### src/rtl/fsm_out_rle.sv
// Run-length encoder for the control FSM output symbol stream.
// Closed runs are queued as (symbol, length) records behind a valid/ready port.
module fsm_out_rle #(
  parameter int CNT_W      = 6,
  parameter int FIFO_DEPTH = 4
) (
  input  logic                                clk,
  input  logic                                reset,
  input  logic [1:0]                          sym_in,
  input  logic                                sym_valid,
  input  logic                                flush,
  output logic                                rec_valid,
  input  logic                                rec_ready,
  output logic [1:0]                          rec_sym,
  output logic [CNT_W-1:0]                    rec_len,
  output logic [$clog2(FIFO_DEPTH+1)-1:0]     fifo_level,
  output logic                                overflow
);

  localparam int PTR_W = $clog2(FIFO_DEPTH);
  localparam int LVL_W = $clog2(FIFO_DEPTH + 1);
  localparam logic [CNT_W-1:0] MAX  = {CNT_W{1'b1}};
  localparam logic [CNT_W-1:0] ONE  = CNT_W'(1);
  localparam logic [LVL_W-1:0] FULL = LVL_W'(FIFO_DEPTH);
  localparam logic [LVL_W-1:0] LV1  = LVL_W'(1);
  localparam logic [PTR_W-1:0] PT1  = PTR_W'(1);

  typedef enum logic {
    IDLE = 1'b0,
    RUN  = 1'b1
  } state_e;

  state_e           state_q, state_d;
  logic [1:0]       sym_q, sym_d;
  logic [CNT_W-1:0] len_q, len_d;

  logic             push;
  logic [1:0]       push_sym;
  logic [CNT_W-1:0] push_len;

  logic [1:0]       sym_mem_q [FIFO_DEPTH];
  logic [CNT_W-1:0] len_mem_q [FIFO_DEPTH];
  logic [PTR_W-1:0] rptr_q, wptr_q;
  logic [LVL_W-1:0] lvl_q;
  logic             ovf_q;

  logic             pop;
  logic             full;
  logic             wr;
  logic             drop;

  always_ff @(posedge clk or posedge reset) begin
    if (reset) begin
      state_q <= IDLE;
      sym_q   <= '0;
      len_q   <= '0;
    end else begin
      state_q <= state_d;
      sym_q   <= sym_d;
      len_q   <= len_d;
    end
  end

  // The record pushed is always the old run; a new symbol reopens at len 1.
  always_comb begin
    state_d  = state_q;
    sym_d    = sym_q;
    len_d    = len_q;
    push     = 1'b0;
    push_sym = sym_q;
    push_len = len_q;
    case (state_q)
      IDLE: begin
        if (sym_valid) begin
          sym_d   = sym_in;
          len_d   = ONE;
          state_d = RUN;
        end
      end
      RUN: begin
        if (sym_valid) begin
          if (flush || (sym_in != sym_q)) begin
            push  = 1'b1;
            sym_d = sym_in;
            len_d = ONE;
          end else if (len_q == MAX) begin
            push  = 1'b1;
            len_d = ONE;
          end else begin
            len_d = len_q + ONE;
          end
        end else if (flush) begin
          push    = 1'b1;
          len_d   = '0;
          state_d = IDLE;
        end
      end
      default: begin
        state_d = IDLE;
        len_d   = '0;
      end
    endcase
  end

  assign pop  = (lvl_q != '0) && rec_ready;
  assign full = (lvl_q == FULL);
  assign wr   = push && (!full || pop);
  assign drop = push && full && !pop;

  always_ff @(posedge clk or posedge reset) begin
    if (reset) begin
      for (int i = 0; i < FIFO_DEPTH; i++) begin
        sym_mem_q[i] <= '0;
        len_mem_q[i] <= '0;
      end
      rptr_q <= '0;
      wptr_q <= '0;
      lvl_q  <= '0;
      ovf_q  <= 1'b0;
    end else begin
      if (wr) begin
        sym_mem_q[wptr_q] <= push_sym;
        len_mem_q[wptr_q] <= push_len;
        wptr_q            <= wptr_q + PT1;
      end
      if (pop) begin
        rptr_q <= rptr_q + PT1;
      end
      if (wr && !pop) begin
        lvl_q <= lvl_q + LV1;
      end else if (!wr && pop) begin
        lvl_q <= lvl_q - LV1;
      end
      if (drop) begin
        ovf_q <= 1'b1;
      end
    end
  end

  // Stale slot contents are masked so an empty FIFO presents zeros.
  assign rec_valid  = (lvl_q != '0);
  assign rec_sym    = rec_valid ? sym_mem_q[rptr_q] : '0;
  assign rec_len    = rec_valid ? len_mem_q[rptr_q] : '0;
  assign fifo_level = lvl_q;
  assign overflow   = ovf_q;

endmodule
### config.mk
export PLATFORM = sky130hd
export DESIGN_NAME = fsm_out_rle
export DESIGN_NICKNAME = d
export VERILOG_FILES = /design/src/rtl/fsm_out_rle.sv
export SDC_FILE = /design/constraint.sdc
export NUM_CORES = 1
export LEC_CHECK = 0
export CAP_MARGIN = 25
export CORE_MARGIN = 2
export CORE_UTILIZATION = 54
export DETAILED_ROUTE_END_ITERATION = 12
export GPL_ROUTABILITY_DRIVEN = 0
export PLACE_DENSITY_LB_ADDON = 0.12
export SETUP_SLACK_MARGIN = 0.2
export SLEW_MARGIN = 20
export SYNTH_ARGS = -nofsm -noshare
export SYNTH_HDL_FRONTEND = slang
export SYNTH_SLANG_ARGS = --single-unit
### constraint.sdc
create_clock -name clk -period 3.3 [get_ports clk]
set_clock_uncertainty 0.1 [all_clocks]
set_input_delay 0.33 -clock clk [delete_from_list [all_inputs] [get_ports clk]]
set_output_delay 0.33 -clock clk [all_outputs]
set_load 0.01 [all_outputs]
; Yosys cells after proc, flatten, opt, wreduce, memory -nomap -nowiden
; Index checks and enable logic that the tools add are counted.
[word_totals]
ff_bits = 49
word_cells = 84
out_inout_bits = 13
input_bits = 7
[classes]
n_eq_ne = 7
n_addsub = 5
n_reduce_logical = 16
n_mux = 35
bitwise_logic = 3
n_lt_le_gt_ge = 3
[ops]
columns = op, count
row1 = $mux W6, 9
row2 = $bwmux W24, 1
row3 = $mux W2, 7
row4 = $bmux W6 S2, 1
row5 = $demux W6 S2, 1
row6 = $pmux W6 S2, 1
row7 = $bwmux W8, 1
row8 = $mux W1, 8
row9 = $logic_and A1 B1 Y1, 7
row10 = $add A6 B1 Y6 const B, 1
row11 = $eq A6 B6 Y1 const B, 1
row12 = $ge A3 B3 Y1 const B, 2
row13 = $mux W3, 2
row14 = $not A2 Y3, 2
row15 = $add A2 B1 Y2 const B, 2
row16 = $bmux W2 S2, 1
row17 = $demux W2 S2, 1
row18 = $ne A2 B2 Y1 const B, 2
row19 = $pmux W2 S2, 1
row20 = $add A3 B1 Y3 const B, 1
row21 = $eq A3 B3 Y1 const B, 1
row22 = $logic_not A1 Y1, 3
row23 = $lt A3 B1 Y1 const B, 1
row24 = $ne A3 B3 Y1 const B, 1
row25 = other kinds (10), 11

; Logic depth before layout (Yosys ltp)
[depth]
depth_word = 10
ltp_mapped = 10
depth_no_buf = 10

; Worst setup path before layout
; Ideal clock, no wire load.
[synth_timing]
path_type = register to register
from = register len_q[0]
to = register lvl_q[1], in the netlist fifo_level[1]
path_buffers = 0
path_slack_ns = 0.799
synth_period_minus_slack_ns = 2.501
arrival_time_ns = 2.276
path_stages_with_launch = 9
cell_sequence = dfrtp_1 -> ha_1 -> and4_1 -> a21boi_4 -> a21boi_2 -> ha_1 -> inv_1 -> fa_1 -> mux2_2
[synth_via]
elab_chain_cells = 9
elab_cells_between_ends = 11
classes_between = eq/ne (1) / mux (5) / reduce/logical (5)
[synth_rtl]
columns = element, line_no
row1 = start: declaration, 35  ; logic [CNT_W-1:0] len_q, len_d;
row2 = start signal: assignment, 60  ; len_q <= len_d;
row3 = $eq A6 B6 Y1 *, 86  ; end else if (len_q == MAX) begin
row4 = $mux W1 *, 86
row5 = $mux W1 *, 82  ; if (flush || (sym_in != sym_q)) begin
row6 = $mux W1 *, 81  ; if (sym_valid) begin
row7 = $mux W1 *, 72  ; case (state_q)
row8 = $logic_and A1 B1 Y1 *, 107  ; assign wr = push && (!full || pop);
row9 = net wr, 49  ; logic wr;
row10 = $logic_not A1 Y1, 131  ; end else if (!wr && pop) begin
row11 = $logic_and A1 B1 Y1, 131
row12 = $reduce_bool A2 Y1 (no source line), --
row13 = end signal: assignment, 130  ; lvl_q <= lvl_q + LV1;
row14 = end signal: assignment, 132  ; lvl_q <= lvl_q - LV1;
row15 = end: declaration, 44  ; logic [LVL_W-1:0] lvl_q;
; The timed path passes the listed nets; every way through them passes the cells marked *.
; A chain may end at the register's enable or synchronous reset.

; Worst setup path in the final report
; Same ends and word-level chain as after synthesis.

==> impl_metrics.yaml <==
placement:
  portBuffers: 19
  dp.cells: 238
  dp_hpwl_um: 3100
  place_area_um2: 2650
grt:
  met3_usage: 0.0427
  first_global_vias: 1503
  use_met1: 0.265
  busiest_layer: "met2"
  grt_use_met2: 0.322
  grtUsageTotal: 0.200
  grt_pass1_wl_um: 7650
  antenna_found_initial: 0
  globalRouteOverflowTotal: 0
  grt_max_degree: 50
synth:
  synth_compound_area_frac: 0.0892
  synthesis.nets: 186
  synth_adder_area_share: 0.0394
  synth_mux_area_frac: 0.243
  yosys_register_bits: 49
  yosys.area.top_type_share: 0.508
  yosysWarnings: 0
  syn-cell-area_um2: 2410
  synth_area_leaders: "dfrtp_1, mux2_2, mux4_2, ha_1, a21oi_4"
  syn-instance-count: 172
  yosys-top-cells-count: "dfrtp_1, mux2_2, and2_1, mux4_2, nand2_1"
  ys_types: 34
  synth-main-ff-cell: "dfrtp_1"
  ys_seq_area_frac: 0.508
  yosysTopAreaCell: "dfrtp_1"
  async_flop_share: 1.00
  synth_top_family_by_area: "multiplexers"
  synth-edff-count: 0
  yosys.area_share.simple: 0.0705
  avgSynthCellArea_um2: 14.0
  yosysMostFrequentCell: "dfrtp_1"
  synth_xor_xnor_area_share: 0.0327
drt:
  vias: 1436
  via_per_inst: 5.84
  dr.pass1.iters: 4
  wl_per_cell_um: 17.6
  remaining_drc_errors: 0
  postRouteAntennaNets: 0
  drt_wl_total_um: 4320
  first_iter_violations: 79
cells_and_area:
  multiInputGateArea_um2: 1140
  drive_gt1_frac: 0.309
  fin_cells: 246
  final_nets: 207
  area_delta_synth_final_pct: 14.7
  antenna_cells: 0
  fin_area_um2: 2770
  seqCellArea_um2: 1230
  fillCellCount: 346
power_and_ir_drop:
  pwr-share-seq: 0.429
  pwr_density_cell_nw_per_um2: 761
  power.leakage_nw: 1.22
  ir_drop_v: 0.000393
  pwr-share-clk: 0.206
  sw_frac_of_total: 0.310
  power_switching_uw: 653
  power_mw: 2.11
  combPwrFrac: 0.365
  intPower_mw: 1.45
worst_setup_path:
  cp_max_fo: 8
  crit_type: "reg2reg"
  slowest_stage: "dfrtp_1"
  end_kind: "flip-flop"
  crit_arrival_ps: 2800
  path_common_cell: "ha_1"
  cp-start-kind: "flip-flop"
  worst_path_largest_cell_delay_ps: 470
  crit_chain: "ha_1, and4_1, a21boi_4, a21boi_2, ha_1, inv_1, fa_1, mux2_2"
  startpoint: "len_q[0]$_DFFE_PP0P_"
  r2r_start: "len_q[0]$_DFFE_PP0P_"
  required_ps: 3390
  critPathBufInv: 1
  crit_family: "adder cells"
hold_path:
  hold_class: "in2async"
clocking:
  cts_tree: "yes"
  post-cts-setup-buffers: 0
  cts_root_buf: "clkbuf_8"
  cts_hold_buf: 0
  ctsResizeCount: 0
  htreeDepth: 2
  cts_sinks: 49
  clkTransAtPathRegs_ps: 80
  clkLatencyLatePin_ps: 300
  cts_buffer_depth: 2
  numCtsBuffers: 5
floorplan:
  die_h_um: 70.8
  die_width_um: 70.8
  rows: 24
  core_um2: 4320
  dieArea_um2: 5020
  ios: 20
  start_util: 0.558
timing:
  finalCritPeriodShare: 0.821
  setup-violations-final: 0
  rsz0062_at_grt: "false"
  drv_slew: 0
  worstMarginPinSlew_ps: 814
  max_freq_mhz: 369
  hold_viol: 0
  fin_crit_ps: 2710
  slew_headroom: 0.457
  finalSetupTns_ps: 0
run_status:
  status: "complete, no violations"
flow_run:
  maxCapViolations: 0
-- metal layers --
layer  vias to the layer above  part of all wire
met5                         -                 0
met4                         0             0.017
met3                         6             0.025
met2                        24              0.51
met1                       744              0.45
li1                        662                 -
-- cells by family (layout without fill, tap and decap cells) --
kind of cell,after synthesis,in the layout
and+or+nand+nor,32,32
DFF,49,49
muxes,44,44
xor gates and xnor gates,9,9
AOI/OAI and AO/OA,21,21
buffers and inverters,10,32
adders and majority gates,7,7
-- power groups by stage --
stage | registers (mW) | logic (mW) | clock network, mW
6_report | 0.904 | 0.768 | 0.433
5_1_grt | 0.935 | 0.840 | 0.485
4_1_cts | 0.908 | 0.785 | 0.449
3_5_place_dp | 0.921 | 0.783 | 0
3_3_place_gp | 0.902 | 0.759 | 0
2_1_floorplan | 0.838 | 0.580 | 0
-- path summary, 6_finish.rpt --
path	end	slack, ps	depth (start not counted)
max	fifo_level[1]$_DFFE_PP0P_	590	8
min	overflow$_DFFE_PP0P_	380	2
max reg2reg	fifo_level[1]$_DFFE_PP0P_	590	8
min reg2reg	len_mem_q[21]$_DFFE_PP0P_	390	1
max in group asynchronous	len_q[1]$_DFFE_PP0P_	2230	2
min in group clk	len_mem_q[21]$_DFFE_PP0P_	390	1
-- layout by cell type (no fill, tap or decap), types with 2 or more instances in the layout --
| master | Yosys | layout |
|---|---|---|
| and2_1 | 8 | 8 |
| mux2_1 | 2 | 2 |
| ha_1 | 6 | 6 |
| clkbuf_8 | 0 | 6 |
| nor2_1 | 5 | 5 |
| a21oi_1 | 4 | 4 |
| o21ai_0 | 2 | 2 |
| dfrtp_1 | 49 | 49 |
| clkdlybuf4s50_1 | 0 | 19 |
| xor2_1 | 5 | 5 |
| mux2_2 | 34 | 34 |
| a21oi_4 | 4 | 4 |
| nand3_1 | 3 | 3 |
| xnor2_1 | 4 | 4 |
| inv_1 | 4 | 3 |
| nand2_1 | 8 | 8 |
| a22o_1 | 4 | 4 |
| mux4_2 | 8 | 8 |
-- per-stage QoR --
| stage | setup WS (ps) | util | hold slack, ps |
|---|---|---|---|
| 5_1_grt | 451 | 0.640 | 410 |
| 3_5_place_dp | 375 | 0.613 | 362 |
| 2_1_floorplan | 799 | - | 353 |
| 3_3_place_gp | 492 | 0.613 | 354 |
| 6_report | 592 | 0.640 | 379 |
| 4_1_cts | 544 | 0.639 | 387 |
-- flip-flops by register name, summed over array words and instances, names as in the netlist --
register and flops:
len_mem_q 24, sym_mem_q 8, len_q 6, fifo_level 3, push_sym 2, rptr_q 2
wptr_q 2, overflow 1, state_q 1
-- area by class of cell --
class / instances / area share
Multi-Input combinational cell: 113 / 0.414
Inverter: 4 / 0.00588
Sequential cell: 49 / 0.443
Tap cell: 52 / 0.0235
Clock buffer: 7 / 0.0312
Timing Repair Buffer: 20 / 0.0715
Clock inverter: 1 / 0.0109
(Power assumes the default switching activity.)
